`src/rtl/sigctrl_pkg.sv`:
```
// sigctrl_pkg: shared types and constants for multi_dir_signal_ctrl.
//   sig_state_t : controller phase (ALL_RED, GREEN, YELLOW)
//   LAMP_*      : per-direction lamp encodings, packed as {red, yellow, green}
//   max3        : constant function used to size the seconds counter
package sigctrl_pkg;

    typedef enum logic [1:0] {
        ALL_RED = 2'd0,
        GREEN   = 2'd1,
        YELLOW  = 2'd2
    } sig_state_t;

    localparam logic [2:0] LAMP_RED    = 3'b100;
    localparam logic [2:0] LAMP_YELLOW = 3'b010;
    localparam logic [2:0] LAMP_GREEN  = 3'b001;

    function automatic int max3(input int a, input int b, input int c);
        int m;
        m = a;
        if (b > m) m = b;
        if (c > m) m = c;
        return m;
    endfunction

endpackage

```
`src/rtl/sec_tick_gen.sv`:
```
// sec_tick_gen: one-second tick prescaler.
//   clk  : system clock
//   rst  : asynchronous active-high reset
//   clr  : synchronous restart of the count (state entry)
//   tick : one-cycle pulse on the last cycle of every TICK_DIV-cycle period
module sec_tick_gen #(
    parameter int TICK_DIV = 50_000_000
) (
    input  logic clk,
    input  logic rst,
    input  logic clr,
    output logic tick
);

    localparam int CW = $clog2(TICK_DIV);
    localparam logic [CW-1:0] LAST = CW'(TICK_DIV - 1);

    logic [CW-1:0] cnt_q;
    logic [CW-1:0] cnt_d;

    assign tick = (cnt_q == LAST);

    always_comb begin
        cnt_d = cnt_q + 1'b1;
        if (clr || tick) cnt_d = '0;
    end

    always_ff @(posedge clk or posedge rst) begin
        if (rst) cnt_q <= '0;
        else     cnt_q <= cnt_d;
    end

endmodule

```
`src/rtl/multi_dir_signal_ctrl.sv`:
```
// multi_dir_signal_ctrl: round-robin intersection controller for NUM_DIRS
// approaches with green -> yellow -> all-red sequencing and per-direction
// pedestrian requests.
//   clk, rst  : system clock, asynchronous active-high reset
//   ped_req   : asynchronous pedestrian buttons, one per direction
//   red/yellow/green : registered lamp outputs, one-hot per direction
//   walk      : walk lamp, lit during a green that served a request
//   ped_wait  : blinking indicator for a pending request
//   phase     : index of the direction currently or last served
// Optional feature: define SIGCTRL_PED_PRIORITY_EN to truncate a green to
// MIN_GREEN_S once another direction has a pending pedestrian request.
module multi_dir_signal_ctrl
    import sigctrl_pkg::*;
#(
    parameter int NUM_DIRS    = 4,
    parameter int TICK_DIV    = 50_000_000,
    parameter int GREEN_S     = 10,
    parameter int MIN_GREEN_S = 3,
    parameter int YELLOW_S    = 2,
    parameter int ALL_RED_S   = 1
) (
    input  logic                        clk,
    input  logic                        rst,
    input  logic [NUM_DIRS-1:0]         ped_req,
    output logic [NUM_DIRS-1:0]         red,
    output logic [NUM_DIRS-1:0]         yellow,
    output logic [NUM_DIRS-1:0]         green,
    output logic [NUM_DIRS-1:0]         walk,
    output logic [NUM_DIRS-1:0]         ped_wait,
    output logic [$clog2(NUM_DIRS)-1:0] phase
);

    localparam int CW = $clog2(NUM_DIRS);
    localparam int SW = $clog2(max3(GREEN_S, YELLOW_S, ALL_RED_S) + 1);
    localparam logic [CW-1:0] LAST_DIR = CW'(NUM_DIRS - 1);

`ifdef SIGCTRL_PED_PRIORITY_EN
    localparam logic PRIO_EN = 1'b1;
`else
    localparam logic PRIO_EN = 1'b0;
`endif

    sig_state_t          state_q, state_d;
    logic [CW-1:0]       cur_q, cur_d;
    logic [SW-1:0]       sec_q, sec_d;
    logic                blink_q, blink_d;
    logic [NUM_DIRS-1:0] pending_q, pending_d;
    logic [NUM_DIRS-1:0] walk_latch_q, walk_latch_d;
    logic [NUM_DIRS-1:0] red_q, red_d;
    logic [NUM_DIRS-1:0] yellow_q, yellow_d;
    logic [NUM_DIRS-1:0] green_q, green_d;

    logic                tick;
    logic                leave;
    logic                prio_hit;
    logic [NUM_DIRS-1:0] ped_edge;
    logic [NUM_DIRS-1:0] cur_mask;
    logic [NUM_DIRS-1:0] next_mask;
    logic [NUM_DIRS-1:0] ignore_mask;
    logic [2:0]          lamp_sel;

    sec_tick_gen #(.TICK_DIV(TICK_DIV)) u_sec_tick_gen (
        .clk  (clk),
        .rst  (rst),
        .clr  (leave),
        .tick (tick)
    );

    // Two-flop synchroniser followed by a rising-edge detector per button.
    for (genvar g = 0; g < NUM_DIRS; g++) begin : g_ped
        logic meta_q, sync_q, prev_q;
        always_ff @(posedge clk or posedge rst) begin
            if (rst) begin
                meta_q <= 1'b0;
                sync_q <= 1'b0;
                prev_q <= 1'b0;
            end else begin
                meta_q <= ped_req[g];
                sync_q <= meta_q;
                prev_q <= sync_q;
            end
        end
        assign ped_edge[g] = sync_q & ~prev_q;
    end

    always_comb begin
        state_d      = state_q;
        cur_d        = cur_q;
        sec_d        = sec_q;
        blink_d      = blink_q;
        leave        = 1'b0;
        cur_mask     = '0;
        next_mask    = '0;
        red_d        = '0;
        yellow_d     = '0;
        green_d      = '0;
        lamp_sel     = LAMP_RED;

        for (int unsigned d = 0; d < NUM_DIRS; d++) begin
            cur_mask[d] = (CW'(d) == cur_q);
        end

        prio_hit = PRIO_EN && (|(pending_q & ~cur_mask))
                   && (sec_q >= SW'(MIN_GREEN_S - 1));

        if (tick) begin
            sec_d   = sec_q + 1'b1;
            blink_d = ~blink_q;
            case (state_q)
                ALL_RED: leave = (sec_q == SW'(ALL_RED_S - 1));
                GREEN:   leave = (sec_q == SW'(GREEN_S - 1)) || prio_hit;
                YELLOW:  leave = (sec_q == SW'(YELLOW_S - 1));
                default: leave = 1'b1;
            endcase
        end

        if (leave) begin
            sec_d = '0;
            case (state_q)
                ALL_RED: begin
                    state_d = GREEN;
                    cur_d   = (cur_q == LAST_DIR) ? '0 : cur_q + 1'b1;
                end
                GREEN:   state_d = YELLOW;
                default: state_d = ALL_RED;
            endcase
        end

        for (int unsigned d = 0; d < NUM_DIRS; d++) begin
            next_mask[d] = (CW'(d) == cur_d);
        end

        // A press by the direction already in green is not a request.
        ignore_mask = (state_q == GREEN) ? cur_mask : '0;
        pending_d   = pending_q | (ped_edge & ~ignore_mask);

        walk_latch_d = walk_latch_q;
        if (leave && (state_q == GREEN)) walk_latch_d = '0;
        // Entering green: the clear of the served request overrides any
        // edge arriving in the same cycle.
        if (leave && (state_d == GREEN)) begin
            walk_latch_d = pending_q & next_mask;
            pending_d    = pending_d & ~next_mask;
        end

        // Lamps are registered from the next state so they track state_q.
        for (int unsigned d = 0; d < NUM_DIRS; d++) begin
            lamp_sel = LAMP_RED;
            if (next_mask[d] && (state_d == GREEN))       lamp_sel = LAMP_GREEN;
            else if (next_mask[d] && (state_d == YELLOW)) lamp_sel = LAMP_YELLOW;
            red_d[d]    = lamp_sel[2];
            yellow_d[d] = lamp_sel[1];
            green_d[d]  = lamp_sel[0];
        end
    end

    always_ff @(posedge clk or posedge rst) begin
        if (rst) begin
            state_q      <= ALL_RED;
            cur_q        <= LAST_DIR;
            sec_q        <= '0;
            blink_q      <= 1'b0;
            pending_q    <= '0;
            walk_latch_q <= '0;
            red_q        <= '1;
            yellow_q     <= '0;
            green_q      <= '0;
        end else begin
            state_q      <= state_d;
            cur_q        <= cur_d;
            sec_q        <= sec_d;
            blink_q      <= blink_d;
            pending_q    <= pending_d;
            walk_latch_q <= walk_latch_d;
            red_q        <= red_d;
            yellow_q     <= yellow_d;
            green_q      <= green_d;
        end
    end

    assign red      = red_q;
    assign yellow   = yellow_q;
    assign green    = green_q;
    assign walk     = green_q & walk_latch_q;
    assign ped_wait = pending_q & {NUM_DIRS{blink_q}};
    assign phase    = cur_q;

endmodule

```
`config.mk`:
```
export PLATFORM = sky130hd
export DESIGN_NAME = multi_dir_signal_ctrl
export DESIGN_NICKNAME = d
export VERILOG_FILES = /design/src/rtl/sigctrl_pkg.sv /design/src/rtl/sec_tick_gen.sv /design/src/rtl/multi_dir_signal_ctrl.sv
export SDC_FILE = /design/constraint.sdc
export NUM_CORES = 1
export LEC_CHECK = 0
export ABC_AREA = 1
export BUFFER_PORTS_ARGS = -buffer_cell sky130_fd_sc_hd__buf_2
export CORE_MARGIN = 1
export CORE_UTILIZATION = 49
export CTS_CLUSTER_DIAMETER = 50
export DETAILED_ROUTE_END_ITERATION = 10
export PLACE_DENSITY = 0.68
export SLEW_MARGIN = 10
export SYNTH_ARGS = -nofsm -noshare
export SYNTH_HDL_FRONTEND = slang
export SYNTH_SLANG_ARGS = --single-unit
```
`constraint.sdc`:
```
create_clock -name clk -period 2.19 [get_ports clk]
set_input_delay 0.1095 -clock clk [delete_from_list [all_inputs] [get_ports clk]]
set_output_delay 0.1095 -clock clk [all_outputs]
set_load 0.005 [all_outputs]
```
==> summary.md, run 1 <==
| Metric | Value |
|---|---|
| Post-Syn Nets | `approximately 400` |
| Max IR drop VDD | `391 µV` |
| Unique cell type count in the Yosys netlist | `26` |
| Max incr delay on CP | `roughly 400 ps` |
| Clk buf depth | `2` |
| Synth warn | `0` |
| Met2 WL | `2930 µm` |
| Area taken by multi-input logic gates | `1330 µm²` |
| Layout cells sized above 1 | `18.2%` |
| Worst Path Class, Setup | `reg -> reg` |
| Core Box Area | `about 6400 µm²` |
| Metal1 wirelength | `between 2000 and 3000 µm` |
| Final WL | `between 6000 and 7000 µm` |
| Endpoints failing hold | `0` |
| Worst-path clk slew | `80 ps` |
| Pre-CTS setup slack | `130 ps` |
| Cell Area, Synth | `between 3000 and 4000 µm²` |
| Register Area | `1680 µm²` |
| Most used cell, CP | `nand2_1` |
| Worst EP required | `between 2000 and 2500 ps` |
| Startpoint class of the critical path | `flop` |
| Die Y-Extent | `~83 µm` |
| Flop2flop setup slack | `~220 ps` |
| Synth Area per Inst | `about 8.5 µm²` |
| Vias in the first global route | `~2400` |
| Most frequent cells in the layout | `nand2_1 (79), dfrtp_1 (61), inv_1 (58), nor2_1 (55), buf_2 (27)` |
| Hold WC Path Type | `in -> async` |
| Via density | `approximately 5` |
| Io pins | `28` |
| Die area | `~7000 µm²` |
| WHS | `between 300 and 400 ps` |
| Crit path capture type | `flop` |
| Post-DP HPWL | `4460 µm` |
| Layout area overhead | `17.3%` |
| DR vias | `about 2600` |
| Pin count of the biggest net entering global routing | `68` |
| Final TNS setup | `0 ps` |
| Initial Utilization | `50.8%` |
| DRC viols | `0` |
| Iter 0 DRT Violations | `about 130` |
| Crit-path slowest cell | `dfrtp_1` |
| Uppermost layer routed | `met4` |
| Status | `complete, no violations` |
| Routability cong. | `0.894` |
| H-tree Lvls | `3` |
| Grt total ovfl | `0` |
| Inst Count DP | `487` |
| Standard-cell rows | `29` |
| Synthesized instance count | `~380` |
| Skew final | `around 15 ps` |
| Fin cells | `just over 500` |
| Final ANT Viol Nets | `0` |
| Setup ws final | `219 ps` |
| CTS tree | `built` |
| Worst path cell trace | `inv_1 -> ha_2 -> nand2_1 -> nor2_1 -> nand2_1 -> nand3_4 -> nand3_4 -> nand2_1 -> nand2_2 -> nand3_4 -> inv_2 -> nand2_1 -> nand2_1` |
| Inserted Clock Buffers | `9` |
| Most common cell after layout, fill and taps aside | `nand2_1` |
| R2R Path End | `walk_latch_q[0]` |
| First-pass GRT wire length | `~11000 µm` |
| Antenna diodes | `0` |
| Final Util | `between 50% and 60%` |
| Arr. time, crit path | `between 2000 and 2500 ps` |
| CTS sink cnt | `67` |
| Nets | `447` |
| Post-synthesis register bit count | `67` |
| PortBufs | `27` |
| Rel. slew slack | `between 60% and 70%` |
| CP Max Fanout | `13` |
| Fmax | `just over 500 MHz` |
| Post-route cell area | `roughly 3800 µm²` |
| Clk_lat worst skew | `350 ps` |
| R2r worst-path depth | `13` |
| Fill cell total of the finished layout | `549` |
| Post-layout power | `~2.4 mW` |
| Final setup viols | `0` |
| Die Span X | `roughly 83 µm` |
| Worst-margin pin slew | `approximately 560 ps` |
| Routed wl met3 | `between 200 and 250 µm` |
| Pwr Density | `approximately 640 nW/µm²` |
| Sequential element share of the synthesized area | `between 50% and 60%` |
| RSZ-0062 raised after global routing | `false` |
| Leakage | `a little over 2 nW` |
| Tmin final | `between 1500 and 2000 ps` |
| Final Cycle Share | `between 80% and 90%` |
| MaxCap Viol Count | `0` |
| GRT Total Usage | `approximately 20%` |
| Antenna violations before repair | `0` |
| R2R Path Start | `state_q[1]` |
| DP Area | `approximately 3500 µm²` |
| CTS root buffer | `clkbuf_8` |
| WL/cell | `around 12 µm` |
| Pre-antenna DRT Iters | `4` |
| Slew Limit Fails | `0` |
flip-flops by register name, indices dropped and copies added, names as in the netlist:
signal	count
yellow	4
sec_q	4
state_q	2
g_ped.meta_q	4
g_ped.prev_q	4
pending_q	4
u_sec_tick_gen.cnt_q	26
green	4
walk_latch_q	4
red	4
phase	2
blink_q	1
g_ped.sync_q	4
Yosys cell counts:
| master | count | area (µm²) |
|---|---|---|
| nand2_2 | 5 | 31.3 |
| a31oi_1 | 4 | 25.0 |
| o21ai_1 | 4 | 20.0 |
| a21oi_1 | 11 | 55.1 |
| nand3b_1 | 3 | 22.5 |
| nor2_4 | 1 | 11.3 |
| dfstp_2 | 6 | 158 |
| inv_1 | 60 | 225 |
| o21ai_0 | 12 | 60.1 |
| nand3_2 | 4 | 40.0 |
| inv_2 | 5 | 18.8 |
| nand3_1 | 21 | 105 |
| o21a_1 | 1 | 7.51 |
| nand2_1 | 81 | 304 |
| nor4_1 | 6 | 37.5 |
| dfrtp_1 | 61 | 1530 |
| nor2_2 | 2 | 12.5 |
| ha_1 | 12 | 150 |
| xor2_1 | 8 | 70.1 |
| nand3_4 | 2 | 35.0 |
| xnor2_1 | 4 | 35.0 |
| nand4_1 | 6 | 37.5 |
| nor3_1 | 6 | 30.0 |
| buf_6 | 1 | 11.3 |
| buf_2 | 1 | 5.00 |
| nor2_1 | 56 | 210 |
layout make-up:
cell class	instances	share of cell area (%)
sequential	67	44.3
inverter	65	6.41
clock buffer	10	3.35
tap	77	2.53
clock inverter	6	2.37
timing repair buffer	37	6.18
multi-input combinational	249	34.9
cell families (layout without fill, tap and decap cells):
group	after synthesis	count (layout)	synth area share (%)
and+or+nand+nor	193	193	27.0
DFF	67	67	51.9
buffers and inverters	67	118	8.02
AOI/OAI and AO/OA	32	32	5.17
adders and majority gates	12	12	4.63
xor gates and xnor gates	12	12	3.24
report_power, final:
part / total, mW / switching, mW / internal (mW)
Clock: 1.13 / 0.488 / 0.643
Combinational: 0.0405 / 0.0262 / 0.0142
Sequential: 1.25 / 0.00342 / 1.25
critical path, delay by kind of cell (launching register included):
kind                     cells  cell delay [ps]
buffers and inverters        2              160
flip-flops                   1              400
AND/OR/NAND/NOR             10              980
adder cells (fa/ha/maj)      1              310
routing by layer:
layer | vias to the layer above | global-route usage [%]
met3 | 8 | 3.88
met2 | 38 | 31.2
met1 | 1221 | 26.9
li1 | 1292 | -
met4 | 0 | 9.40
met5 | - | 0
worst max path at each step:
stage                      end  slack, ps  depth (start not counted)       start
6_report       walk_latch_q[0]        220                         13  state_q[1]
5_1_grt           pending_q[3]         10                         13  state_q[1]
4_1_cts        walk_latch_q[0]        110                         12  state_q[0]
3_5_place_dp   walk_latch_q[2]        130                         12  state_q[0]
3_3_place_gp   walk_latch_q[2]        210                         13  state_q[0]
2_1_floorplan  walk_latch_q[0]        400                         13  state_q[0]
repair_timing:
action                                 CTS  global route
setup endpoints to repair                0            19
setup buffers                            0             3
hold buffers                             5             0
endpoints found under the hold margin   65             0
gates resized for setup                  0             8
(Power assumes the default switching activity.)
==> inputs of run 2 (changes only) <==
--- a/config.mk
+++ b/config.mk
@@ -12,6 +12,7 @@
 export CTS_CLUSTER_DIAMETER = 50
 export DETAILED_ROUTE_END_ITERATION = 10
 export PLACE_DENSITY = 0.68
+export REMOVE_ABC_BUFFERS = 1
 export SLEW_MARGIN = 10
 export SYNTH_ARGS = -nofsm -noshare
 export SYNTH_HDL_FRONTEND = slang
==> summary.md, run 2 (same netlist as run 1, synthesis figures left out) <==
| Metric | Value |
|---|---|
| Vias in the first global route | `2344 (was 2428)` |
| Final TNS setup | `0 ps (unchanged)` |
| DP Area | `3480 µm² (was 3490 µm²)` |
| WHS | `350 ps (was 349 ps)` |
| Arr. time, crit path | `2240 ps (was 2210 ps)` |
| Fmax | `510 MHz (was 507 MHz)` |
| Post-route cell area | `3780 µm² (was 3800 µm²)` |
| Status | `complete, no violations (unchanged)` |
| DR vias | `2536 (was 2559)` |
| Layout area overhead | `16.7% (was 17.3%)` |
| Antenna diodes | `0 (unchanged)` |
| Clk buf depth | `2 (unchanged)` |
| Pwr Density | `631 nW/µm² (was 637 nW/µm²)` |
| Final setup viols | `0 (unchanged)` |
| Crit path capture type | `flop (unchanged)` |
| Die Span X | `83.4 µm (unchanged)` |
| Pin count of the biggest net entering global routing | `28 (was 68)` |
| Worst Path Class, Setup | `reg -> reg (unchanged)` |
| Rel. slew slack | `63.6% (was 62.5%)` |
| Standard-cell rows | `29 (unchanged)` |
| Worst-margin pin slew | `545 ps (was 557 ps)` |
| CTS tree | `built (unchanged)` |
| DRC viols | `0 (unchanged)` |
| Most flops, register | `u_sec_tick_gen.cnt_q (unchanged)` |
| Post-DP HPWL | `4540 µm (was 4460 µm)` |
| Max reg flops | `26 (unchanged)` |
| Io pins | `28 (unchanged)` |
| Final ANT Viol Nets | `0 (unchanged)` |
| GR Util met2 | `30.6% (was 31.2%)` |
| Endpoints failing hold | `0 (unchanged)` |
| R2R Path Start | `state_q[0] (was state_q[1])` |
| Pre-antenna DRT Iters | `4 (unchanged)` |
| Final Util | `59.3% (was 59.6%)` |
| MaxCap Viol Count | `0 (unchanged)` |
| Core Box Area | `6390 µm² (unchanged)` |
| H-tree Lvls | `3 (unchanged)` |
| Final Cycle Share | `89.6% (was 90.0%)` |
| GR met1 Demand/Resource | `26.1% (was 26.9%)` |
| Startpoint class of the critical path | `flop (unchanged)` |
| Skew final | `8.50 ps (was 15.2 ps)` |
| Most frequent cells in the layout | `nand2_1 (81), dfrtp_1 (61), inv_1 (58), nor2_1 (55), buf_2 (27) (was nand2_1 (79), dfrtp_1 (61), inv_1 (58), nor2_1 (55), buf_2 (27))` |
| Grt total ovfl | `0 (unchanged)` |
| Worst-path clk slew | `70 ps (was 80 ps)` |
| Via density | `4.95 (was 5.01)` |
| GRT Total Usage | `19.7% (was 20.0%)` |
| Leakage | `2.03 nW (about the same)` |
| Antenna violations before repair | `0 (unchanged)` |
| PortBufs | `27 (unchanged)` |
| Inserted Clock Buffers | `9 (unchanged)` |
| Slew Limit Fails | `0 (unchanged)` |
| Max IR drop VDD | `400 µV (was 391 µV)` |
| Tmin final | `1960 ps (was 1970 ps)` |
| Nets | `448 (was 447)` |
| Most common cell after layout, fill and taps aside | `nand2_1 (unchanged)` |
| Layout cells sized above 1 | `17.5% (was 18.2%)` |
| Hold WC Path Type | `in -> async (unchanged)` |
| CTS root buffer | `clkbuf_8 (unchanged)` |
| R2r worst-path depth | `14 (was 13)` |
| Initial Utilization | `50.8% (unchanged)` |
| Iter 0 DRT Violations | `130 (was 132)` |
| First-pass GRT wire length | `10600 µm (was 10900 µm)` |
| WL/cell | `12.2 µm (was 12.1 µm)` |
| CTS sink cnt | `67 (unchanged)` |
| Fill cell total of the finished layout | `552 (was 549)` |
| Clk_lat worst skew | `340 ps (was 350 ps)` |
| R2R Path End | `walk_latch_q[0] (unchanged)` |
| Die Y-Extent | `83.4 µm (unchanged)` |
| Fin cells | `512 (was 511)` |
| Inst Count DP | `488 (was 487)` |
| GR peak layer | `met2 (unchanged)` |
| Routability cong. | `0.929 (was 0.894)` |
| CP Max Fanout | `13 (unchanged)` |
| Final WL | `6230 µm (was 6190 µm)` |
| M3 GR Usage | `6.46% (was 3.88%)` |
| Worst EP required | `2470 ps (was 2430 ps)` |
| Die area | `6950 µm² (unchanged)` |
| Flop2flop setup slack | `230 ps (was 220 ps)` |
## run 2: changes by cell type in the layout (fill, tap and decap cells not counted)
cell / previous run / this run
buf_12: 1 / 0
nand2_2: 7 / 5
buf_4: 4 / 6
clkinvlp_4: 1 / 0
nand2_1: 79 / 81
clkinv_2: 1 / 2
ha_2: 2 / 1
clkinv_4: 2 / 1
clkbuf_1: 1 / 2
ha_1: 10 / 11
## run 2: what timing repair did
item	in CTS	in global routing
setup endpoints to repair	0	18
buffers inserted	0	3
hold buffers	5	0
gates resized for setup	0	5
endpoints found under the hold margin	25	0
## run 2: worst max-delay path by stage
stage / from / endpoint / depth (start not counted) / slack [ps]
finish: state_q[0] / walk_latch_q[0] / 14 / 230
global route: state_q[0] / walk_latch_q[3] / 14 / -10
CTS: state_q[0] / walk_latch_q[0] / 13 / 90
detailed placement: state_q[0] / walk_latch_q[0] / 14 / 100
global placement: state_q[0] / walk_latch_q[2] / 13 / 190
floorplan: u_sec_tick_gen.cnt_q[0] / walk_latch_q[2] / 12 / 400
## run 2: through the flow
step	power, mW	setup WS, ps
6_report	2.39	227
5_1_grt	2.49	-11.6
4_1_cts	2.42	91.7
3_5_place_dp	1.31	99.5
3_3_place_gp	1.31	194
2_1_floorplan	1.29	398
## run 2: layout make-up
type	count	area (µm²)	area share, %
flip-flops and latches	67	1680	44.5
well taps	77	96.3	2.55
clock inverters	5	78.8	2.08
repair buffers	38	230	6.08
clock buffers	11	131	3.47
inverters	65	244	6.45
multi-input cells	249	1320	34.9
## run 2: routing by layer
metal | up-vias | routed length (µm)
met5 | - | 0
met4 | 0 | 81
met3 | 8 | 233
met2 | 50 | 2820
met1 | 1182 | 3090
li1 | 1296 | -
## run 2: power breakdown
group | internal [mW] | switching [mW] | total (mW) | leakage [nW]
Sequential | 1.25 | 0.00340 | 1.25 | 0.852
Combinational | 0.0127 | 0.0263 | 0.0391 | 1.07
Clock | 0.640 | 0.457 | 1.10 | 0.107
## run 2: worst max-delay path: stages, from the launching register on
cell     delay (ps)
dfrtp_1         400
inv_1            80
ha_2            320
nand2_1          50
nor2_1           70
nand2_1          90
nand3_4         140
nand3_4         130
nand2_1         100
nand2_2          70
inv_2            80
nand3_4         150
inv_2           120
nand2_1          60
nand2_1          60
